### src/rtl/wave_plotter_pkg.sv
// Shared types and default screen geometry for the waveform pixel plotter.
package wave_plotter_pkg;

    localparam int SCREEN_W_DEF = 640;
    localparam int SCREEN_H_DEF = 480;

    typedef logic [9:0] x_t;
    typedef logic [8:0] y_t;

    typedef enum logic {
        IDLE = 1'b0,
        SPAN = 1'b1
    } state_e;

endpackage

### src/rtl/span_stepper.sv
// Walks the current row from a first pixel toward a target row, one step per retired pixel.
module span_stepper
    import wave_plotter_pkg::*;
(
    input  logic clk,
    input  logic reset,
    input  logic load_i,
    input  y_t   first_y_i,
    input  y_t   target_y_i,
    input  logic step_i,
    output y_t   cur_y_o,
    output logic last_o
);

    y_t   cur_y_q;
    y_t   target_y_q;
    logic up_q;

    always_ff @(posedge clk or posedge reset) begin
        if (reset) begin
            cur_y_q    <= '0;
            target_y_q <= '0;
            up_q       <= 1'b0;
        end else if (load_i) begin
            cur_y_q    <= first_y_i;
            target_y_q <= target_y_i;
            up_q       <= (target_y_i > first_y_i);
        end else if (step_i && !last_o) begin
            cur_y_q <= up_q ? cur_y_q + 9'd1 : cur_y_q - 9'd1;
        end
    end

    assign cur_y_o = cur_y_q;
    assign last_o  = (cur_y_q == target_y_q);

endmodule

### src/rtl/wave_pixel_plotter.sv
// Turns a stream of waveform points into framebuffer pixel writes; vertical span
// interpolation between adjacent columns is enabled by defining WAVE_PLOTTER_SPAN_EN.
module wave_pixel_plotter
    import wave_plotter_pkg::*;
#(
    parameter int SCREEN_W = SCREEN_W_DEF,
    parameter int SCREEN_H = SCREEN_H_DEF
) (
    input  logic       clk,
    input  logic       reset,
    input  logic       pt_valid,
    output logic       pt_ready,
    input  logic [9:0] pt_x,
    input  logic [8:0] pt_y,
    input  logic       pt_pen,
    input  logic       flush,
    output logic       fb_we,
    input  logic       fb_ready,
    output logic [9:0] fb_x,
    output logic [8:0] fb_y,
    output logic       fb_color,
    output logic       busy
);

    localparam y_t Y_MAX = y_t'(SCREEN_H - 1);

    state_e state_q;
    logic   fb_we_q;
    logic   fb_color_q;
    x_t     fb_x_q;
    y_t     y_clamp;
    y_t     first_y_d;
    logic   accept;
    logic   in_range;
    logic   retire;
    logic   last;

    assign y_clamp  = (pt_y > Y_MAX) ? Y_MAX : pt_y;
    assign in_range = ({1'b0, pt_x} < 11'(SCREEN_W));
    assign retire   = fb_we_q && fb_ready;
    assign accept   = pt_valid && pt_ready;

`ifdef WAVE_PLOTTER_SPAN_EN
    logic               prev_valid_q;
    x_t                 prev_x_q;
    y_t                 prev_y_q;
    logic signed [10:0] dx;
    logic               adjacent;

    assign dx       = $signed({1'b0, pt_x}) - $signed({1'b0, prev_x_q});
    // A coincident flush forgets prev before the adjacency test.
    assign adjacent = prev_valid_q && !flush && ((dx == 11'sd1) || (dx == -11'sd1));

    always_comb begin
        first_y_d = y_clamp;
        if (adjacent && (y_clamp > prev_y_q)) begin
            first_y_d = prev_y_q + 9'd1;
        end else if (adjacent && (y_clamp < prev_y_q)) begin
            first_y_d = prev_y_q - 9'd1;
        end
    end

    assign pt_ready = (state_q == IDLE) && !reset;

    always_ff @(posedge clk or posedge reset) begin
        if (reset) begin
            prev_valid_q <= 1'b0;
            prev_x_q     <= '0;
            prev_y_q     <= '0;
        end else if (accept) begin
            prev_valid_q <= in_range;
            prev_x_q     <= pt_x;
            prev_y_q     <= y_clamp;
        end else if (flush) begin
            prev_valid_q <= 1'b0;
        end
    end
`else
    assign first_y_d = y_clamp;
    // Single-pixel build never leaves IDLE, so a pending pixel gates acceptance
    // directly; a new point may load in the same cycle the old one retires.
    assign pt_ready  = !reset && (!fb_we_q || fb_ready);
`endif

    always_ff @(posedge clk or posedge reset) begin
        if (reset) begin
            state_q    <= IDLE;
            fb_we_q    <= 1'b0;
            fb_x_q     <= '0;
            fb_color_q <= 1'b0;
        end else if (accept) begin
            fb_we_q <= in_range;
            if (in_range) begin
                fb_x_q     <= pt_x;
                fb_color_q <= pt_pen;
`ifdef WAVE_PLOTTER_SPAN_EN
                state_q    <= SPAN;
`endif
            end
        end else if (retire && last) begin
            fb_we_q <= 1'b0;
            state_q <= IDLE;
        end
    end

    span_stepper u_stepper (
        .clk        (clk),
        .reset      (reset),
        .load_i     (accept && in_range),
        .first_y_i  (first_y_d),
        .target_y_i (y_clamp),
        .step_i     (retire),
        .cur_y_o    (fb_y),
        .last_o     (last)
    );

    assign fb_we    = fb_we_q;
    assign fb_x     = fb_x_q;
    assign fb_color = fb_color_q;
    assign busy     = (state_q == SPAN);

endmodule

### config.mk
export PLATFORM = sky130hd
export DESIGN_NAME = wave_pixel_plotter
export DESIGN_NICKNAME = d
export VERILOG_FILES = /design/src/rtl/wave_plotter_pkg.sv /design/src/rtl/span_stepper.sv /design/src/rtl/wave_pixel_plotter.sv
export SDC_FILE = /design/constraint.sdc
export NUM_CORES = 1
export LEC_CHECK = 0
export ABC_AREA = 1
export BUFFER_PORTS_ARGS = -buffer_cell sky130_fd_sc_hd__buf_2
export CORE_MARGIN = 10
export CORE_UTILIZATION = 35
export DETAILED_ROUTE_END_ITERATION = 10
export GPL_ROUTABILITY_DRIVEN = 0
export GPL_TIMING_DRIVEN = 0
export PLACE_DENSITY = 0.67
export SYNTH_ARGS = -nofsm -noshare
export SYNTH_HDL_FRONTEND = slang
export SYNTH_SLANG_ARGS = --single-unit
### constraint.sdc
create_clock -name clk -period 3.6 [get_ports clk]
set_input_delay 0.36 -clock clk [delete_from_list [all_inputs] [get_ports clk]]
set_output_delay 0.36 -clock clk [all_outputs]
set_load 0.01 [all_outputs]
==> flow_summary_export.csv, run 1 <==
group,metric,value,unit
sta,rsz0062_at_grt,"no",
place,numPortBuffers,45,
global_routing,grt-ovfl-total,0,
setup_path,r2r-start,"u_stepper.cur_y_o[3]",
drt,wl_per_cell,13.07,um
power_and_ir_drop,vdd_drop_max,0.0002902,V
worst_hold_path,worstHoldStart,"pt_x[4]",
finish,drive_gt1_frac,0.2575,
yosys,synth.distinct_cells,25,
global_routing,grt_max_degree,31,
sta,tightest_slew,1161,ps
finish,syn2layout_area_growth,23.77,%
setup_path,max_stage_delay,430,ps
finish,post-route-util,0.4532,
drt,initialDrtViolationCount,91,
die,rows,24,
setup_path,path_max_fanout,10,
global_routing,grt_pass1_vias,1575,
yosys,avgSynthCellArea,7.466,um^2
die,dieArea,7696,um^2
finish,antenna_cells,0,
setup_path,path_cells,"inv_1, nand2_1, nand2_1, nand3_1, nor2_1, nand2_1, nand2_2, nand2_4, nand2_1, nand2_1",
cts,cts_setup_buffers,0,
run_status,outcome,"completed",
cts,cts_buffer_depth,2,
setup_path,critPathKind,"register to register",
power_and_ir_drop,p_comb_frac,0.407,
finish,nets,293,
drt,vias,1517,
cts,cts-htree-levels,2,
setup_path,ff2ff_setup_slack,2000,ps
drt,drc,0,
finish,fillers,453,
yosys,postSynthCellCount,215,
setup_path,crit_buf_inv,1,
die,start_util,0.3662,
cts,clock_latency,290,ps
yosys,syn-num-nets,241,
cts,cts_resized,0,
drt,antenna_left,0,
global_routing,grt_pass1_wl,7.134,mm
setup_path,cp_common_cell,"nand2_1",
cts,root_buffer,"clkbuf_8",
setup_path,worst_setup_path_start_kind,"register",
yosys,yosysWarnings,0,
setup_path,critPathRequiredTime,3780,ps
sta,slew-limit-headroom,0.2252,
cts,tritoncts,"done",
place,dp_hpwl,3.093,mm
sta,hold_violations,0,
drt,first_pass_iters,4,
yosys,yosysSeqAreaShare,0.4677,
worst_hold_path,holdPathEnd,"fb_x[4]",
sta,skew,7.197,ps
sta,fin_crit_sh,0.4452,
die,die_height,87.73,um
job,maxCapViolCount,0,
drt,totalWireLength,4.183,mm
setup_path,critPathArrivalTime,1790,ps
power_and_ir_drop,switching_share,0.4032,
setup_path,worstRegToRegCells,10,
setup_path,path_delay_family,"simple AND/OR/NAND/NOR gates",
cts,clk_pin_slew_worst_paths,70,ps
power_and_ir_drop,p_seq_frac,0.385,
power_and_ir_drop,p_int,0.8186,mW
die,die_width,87.73,um
sta,finalSetupViolations,0,
setup_path,cpMaxStageDelayCell,"dfrtp_1",
global_routing,track_usage,0.1172,
power_and_ir_drop,switching_power,0.5530,mW
sta,slew_viol_final,0,
yosys,synth_area,1605,um^2
yosys,synth_top_cell_area_share,0.4677,
setup_path,crit_path_end_kind,"register",
cts,clock_sinks,30,
setup_path,reg2reg_to,"u_stepper.cur_y_o[4]",
cts,numCtsBuffers,5,
yosys,yosysTopAreaCell,"dfrtp_1",
global_routing,antenna_found_initial,0,
worst_hold_path,holdPathStages,3,
die,pin_count,48,
yosys,ys_ff_latch,30,
finish,multi_input_area,730.7,um^2
die,coreArea,4384,um^2
yosys,synth.area.top_cells,"dfrtp_1, nand2_1, inv_1, nand3_1, nor2_1",
sta,tns,0,ps
worst_hold_path,hold_path_class,"input pin to register",
cts,holdBufCountCts,0,
drt,viasPerCell,4.741,
finish,regArea,750.7,um^2
sta,timing.fmax,623.9,MHz
power_and_ir_drop,pwr-share-clk,0.208,
power_and_ir_drop,total_leakage_power,1.125,nW
power_and_ir_drop,powerDensity,690.3,nW/um^2
sta,period_needed,1603,ps
## routing by layer
layer	track usage	vias up	wire length, um
met5	0	-	0
met4	0.05217	0	79
met3	0.06128	8	450
met2	0.1759	47	1778
met1	0.1360	688	1875
li1	-	774	-
## cell families (layout without fill, tap and decap cells)
family | after synthesis | after routing | synth area share
flops | 30 | 30 | 0.4677
fa+ha+maj | 1 | 1 | 0.007793
simple gates | 131 | 131 | 0.3359
xor+xnor | 6 | 6 | 0.03274
other cells | 1 | 1 | 0.002336
compound gates | 20 | 20 | 0.07638
buf+inv | 26 | 79 | 0.07715
## power by group through the flow
stage | clock [mW] | sequential [mW] | combinational, mW
global route | 0.310 | 0.546 | 0.653
global placement | 0 | 0.531 | 0.557
CTS | 0.297 | 0.528 | 0.568
detailed placement | 0 | 0.533 | 0.566
finish | 0.286 | 0.528 | 0.558
floorplan | 0 | 0.555 | 0.359
## worst max path at each step
stage / start / end / slack (ps) / cells after the start
3_3_place_gp: u_stepper.cur_y_o[3] / u_stepper.cur_y_o[5] / 2030 / 10
4_1_cts: u_stepper.cur_y_o[3] / u_stepper.cur_y_o[4] / 1990 / 10
2_1_floorplan: u_stepper.cur_y_o[0] / u_stepper.cur_y_o[6] / 2220 / 10
5_1_grt: u_stepper.cur_y_o[3] / u_stepper.cur_y_o[4] / 1790 / 10
6_report: u_stepper.cur_y_o[3] / u_stepper.cur_y_o[4] / 2000 / 10
3_5_place_dp: u_stepper.cur_y_o[3] / u_stepper.cur_y_o[5] / 2000 / 10
## area by class of cell
class,instances,share of cell area
timing repair buffer,45,0.1133
buffer,7,0.02645
tap,52,0.03275
multi-input combinational,159,0.3678
clock inverter,1,0.002519
inverter,19,0.03589
sequential,30,0.3778
clock buffer,7,0.04345
## worst register-to-register path: cells and delay by family, from the launching register on
family                 cells  cell delay (ps)
flip-flops                 1              430
buffers and inverters      1              160
AND/OR/NAND/NOR            9              920
## cell usage in the layout (no fill, tap or decap), types with 2 or more instances in the layout
master    instances
o21ai_2           4
nand2_2           2
nand3_1          13
xor2_1            3
nand4_1           3
buf_2            47
nand2_1          95
buf_4             2
buf_6             2
o21ai_1           3
o21ai_0          10
nor2_1           15
clkbuf_8          6
dfrtp_1          30
inv_1            18
xnor2_1           3
## sequential cells by signal, indices dropped and copies added (netlist names)
name                  count
fb_x                     10
fb_we                     1
u_stepper.cur_y_o         9
u_stepper.target_y_q      9
fb_color                  1
## cells in the mapped netlist
master and n:
buf_2 2, nand4_1 3, buf_6 2, o21ai_0 10, nand2_2 2, nand2_4 1, conb_1 1, nand2_1 95
a31oi_1 1, inv_2 1, inv_1 18, dfrtp_1 30, nor2_1 15, o21ai_1 3, nor2_4 1, xor2_1 3
clkbuf_2 1, a21oi_2 1, o21ai_2 4, nand3b_1 1, o21a_1 1, nand3_1 13, ha_1 1, xnor2_1 3
buf_4 2
## metrics by stage
step	cells	hold slack, ps	total power [mW]	cell area [um^2]	setup slack, ps
finish	320	268.9	1.372	1987	1997
global route	320	275.2	1.509	1987	1791
CTS	320	256.7	1.393	1987	1988
detailed placement	312	454.1	1.098	1896	1996
global placement	312	449.5	1.088	1896	2031
floorplan	215	450.8	0.9135	1605	2220
No activity file was read; power rests on OpenSTA's default activity.
==> run 2: changes to the inputs <==
PLACE_DENSITY = 0.69   (was 0.67)
clock period = 1.45 ns   (was 3.6 ns; I/O delays follow)
==> flow_summary_export.csv, run 2 (synthesized netlist as in run 1, its figures left out) <==
group,metric,value,unit
run_status,outcome,"completed",
worst_hold_path,hold_path_class,"input pin to register",
die,dieArea,7696,um^2
setup_path,reg2reg_to,"u_stepper.cur_y_o[6]",
drt,wl_per_cell,14.03,um
setup_path,critPathRequiredTime,1630,ps
global_routing,antenna_found_initial,0,
cts,root_buffer,"clkbuf_8",
sta,period_needed,1448,ps
sta,tns,0,ps
place,numPortBuffers,45,
setup_path,critPathKind,"register to register",
job,maxCapViolCount,0,
die,die_width,87.73,um
drt,totalWireLength,4.630,mm
finish,largest_reg_flops,10,
drt,initialDrtViolationCount,146,
global_routing,grt-ovfl-total,0,
setup_path,crit_buf_inv,2,
finish,antenna_cells,0,
sta,hold_violations,0,
setup_path,path_delay_family,"flip-flops",
sta,worst_slack,1.548,ps
setup_path,critPathArrivalTime,1630,ps
setup_path,ff2ff_setup_slack,2,ps
cts,clk_pin_slew_worst_paths,70,ps
global_routing,track_usage,0.1178,
setup_path,path_cells,"inv_2, ha_4, inv_1, nor2_2, nand3_1, xor2_1, nand2_1, nand2_1, nand2_1, nand2_1",
setup_path,path_max_fanout,4,
cts,tritoncts,"done",
power_and_ir_drop,vdd_drop_max,0.0007763,V
sta,rsz0062_at_grt,"yes",
sta,timing.fmax,690.4,MHz
finish,syn2layout_area_growth,37.18,%
setup_path,worst_setup_path_start_kind,"register",
cts,clock_latency,280,ps
place,dp_hpwl,3.162,mm
sta,tightest_slew,1138,ps
cts,cts-htree-levels,2,
worst_hold_path,holdPathEnd,"fb_x[1]",
sta,slew-limit-headroom,0.2404,
setup_path,r2r-start,"u_stepper.cur_y_o[1]",
drt,vias,1595,
global_routing,grt_pass1_vias,1650,
die,coreArea,4384,um^2
sta,skew,5.612,ps
sta,finalSetupViolations,0,
drt,viasPerCell,4.833,
die,rows,24,
setup_path,crit_path_end_kind,"register",
cts,clock_sinks,30,
place,place_ws,-129.5,ps
cts,cts_buffer_depth,2,
setup_path,cp-startpoint,"u_stepper.cur_y_o[1]",
setup_path,cp_common_cell,"nand2_1",
finish,layout_commonest_cell,"nand2_1",
worst_hold_path,worstHoldStart,"pt_x[1]",
setup_path,cpMaxStageDelayCell,"dfrtp_2",
worst_hold_path,holdPathStages,3,
die,start_util,0.3662,
die,die_height,87.73,um
drt,first_pass_iters,4,
global_routing,grt_max_degree,31,
sta,slew_viol_final,0,
place,place_inst,312,
finish,nets,303,
finish,drive_gt1_frac,0.3921,
cts,holdBufCountCts,0,
power_and_ir_drop,powerDensity,1784,nW/um^2
drt,drc,0,
drt,antenna_left,0,
cts,numCtsBuffers,5,
die,pin_count,48,
global_routing,grt_pass1_wl,7.203,mm
finish,final_cell_mix,"nand2_1, buf_2, dfrtp_1",
power_and_ir_drop,total_leakage_power,1.199,nW
setup_path,max_stage_delay,440,ps
setup_path,worstRegToRegCells,10,
finish,instances_no_fill,330,
sta,fin_crit_sh,0.9989,
==> run 2: cell types whose count changed in the layout (fill, tap and decap cells not counted), sizes merged <==
cell	before	now
clkinv	1	0
buf	51	61
nand2	98	99
==> run 2: where the power goes <==
part / leakage (nW) / switching [mW] / internal [mW]
clock: 0.0575 / 0.323 / 0.479
sequential: 0.367 / 0.251 / 1.10
combinational: 0.774 / 1.02 / 0.764
==> run 2: final cells by class <==
class                           instances  area, um^2
Buffer                                  7       55.05
Clock buffer                            8       110.1
Fill cell                             438        2182
Inverter                               19       71.32
Multi-Input combinational cell        160       843.3
Sequential cell                        30       757.0
Tap cell                               52       65.06
Timing Repair Buffer                   54       300.3
==> run 2: worst min-delay path: cells and delay by family <==
kind,cells,cell delay (ps)
and+or+nand+nor,2,90
buffers and inverters,1,70
==> run 2: repair_timing <==
action | in CTS | in global routing
setup endpoints to repair | 9 | 20
pin swaps | 1 | 16
gates resized for setup | 5 | 33
setup buffers | 4 | 5
gates cloned | 0 | 1
==> run 2: stage by stage <==
step / hold slack, ps / power, mW / utilization / cell area (um^2)
3_3_place_gp: 342.9 / 2.701 / 0.4324 / 1896
3_5_place_dp: 348.2 / 2.734 / 0.4324 / 1896
5_1_grt: 54.10 / 4.254 / 0.5023 / 2202
6_report: 59.74 / 3.928 / 0.5023 / 2202
2_1_floorplan: 235.8 / 2.268 / - / 1605
4_1_cts: 52.51 / 3.621 / 0.4672 / 2048
==> run 2: metal layers <==
metal / vias to the layer above / GRT usage / routed length (um)
li1: 793 / - / -
met1: 731 / 0.1274 / 1925
met2: 59 / 0.1925 / 2173
met3: 12 / 0.06035 / 457
met4: 0 / 0.04493 / 74
met5: - / 0 / 0
==> run 2: worst max-delay path by stage <==
stage | endpoint | slack (ps) | cells past startpoint
2_1_floorplan | u_stepper.cur_y_o[6] | 70 | 10
3_3_place_gp | u_stepper.cur_y_o[8] | -120 | 10
3_5_place_dp | u_stepper.cur_y_o[8] | -130 | 10
4_1_cts | u_stepper.cur_y_o[8] | 0.001 | 9
5_1_grt | u_stepper.cur_y_o[6] | -110 | 10
6_report | u_stepper.cur_y_o[6] | 2 | 10
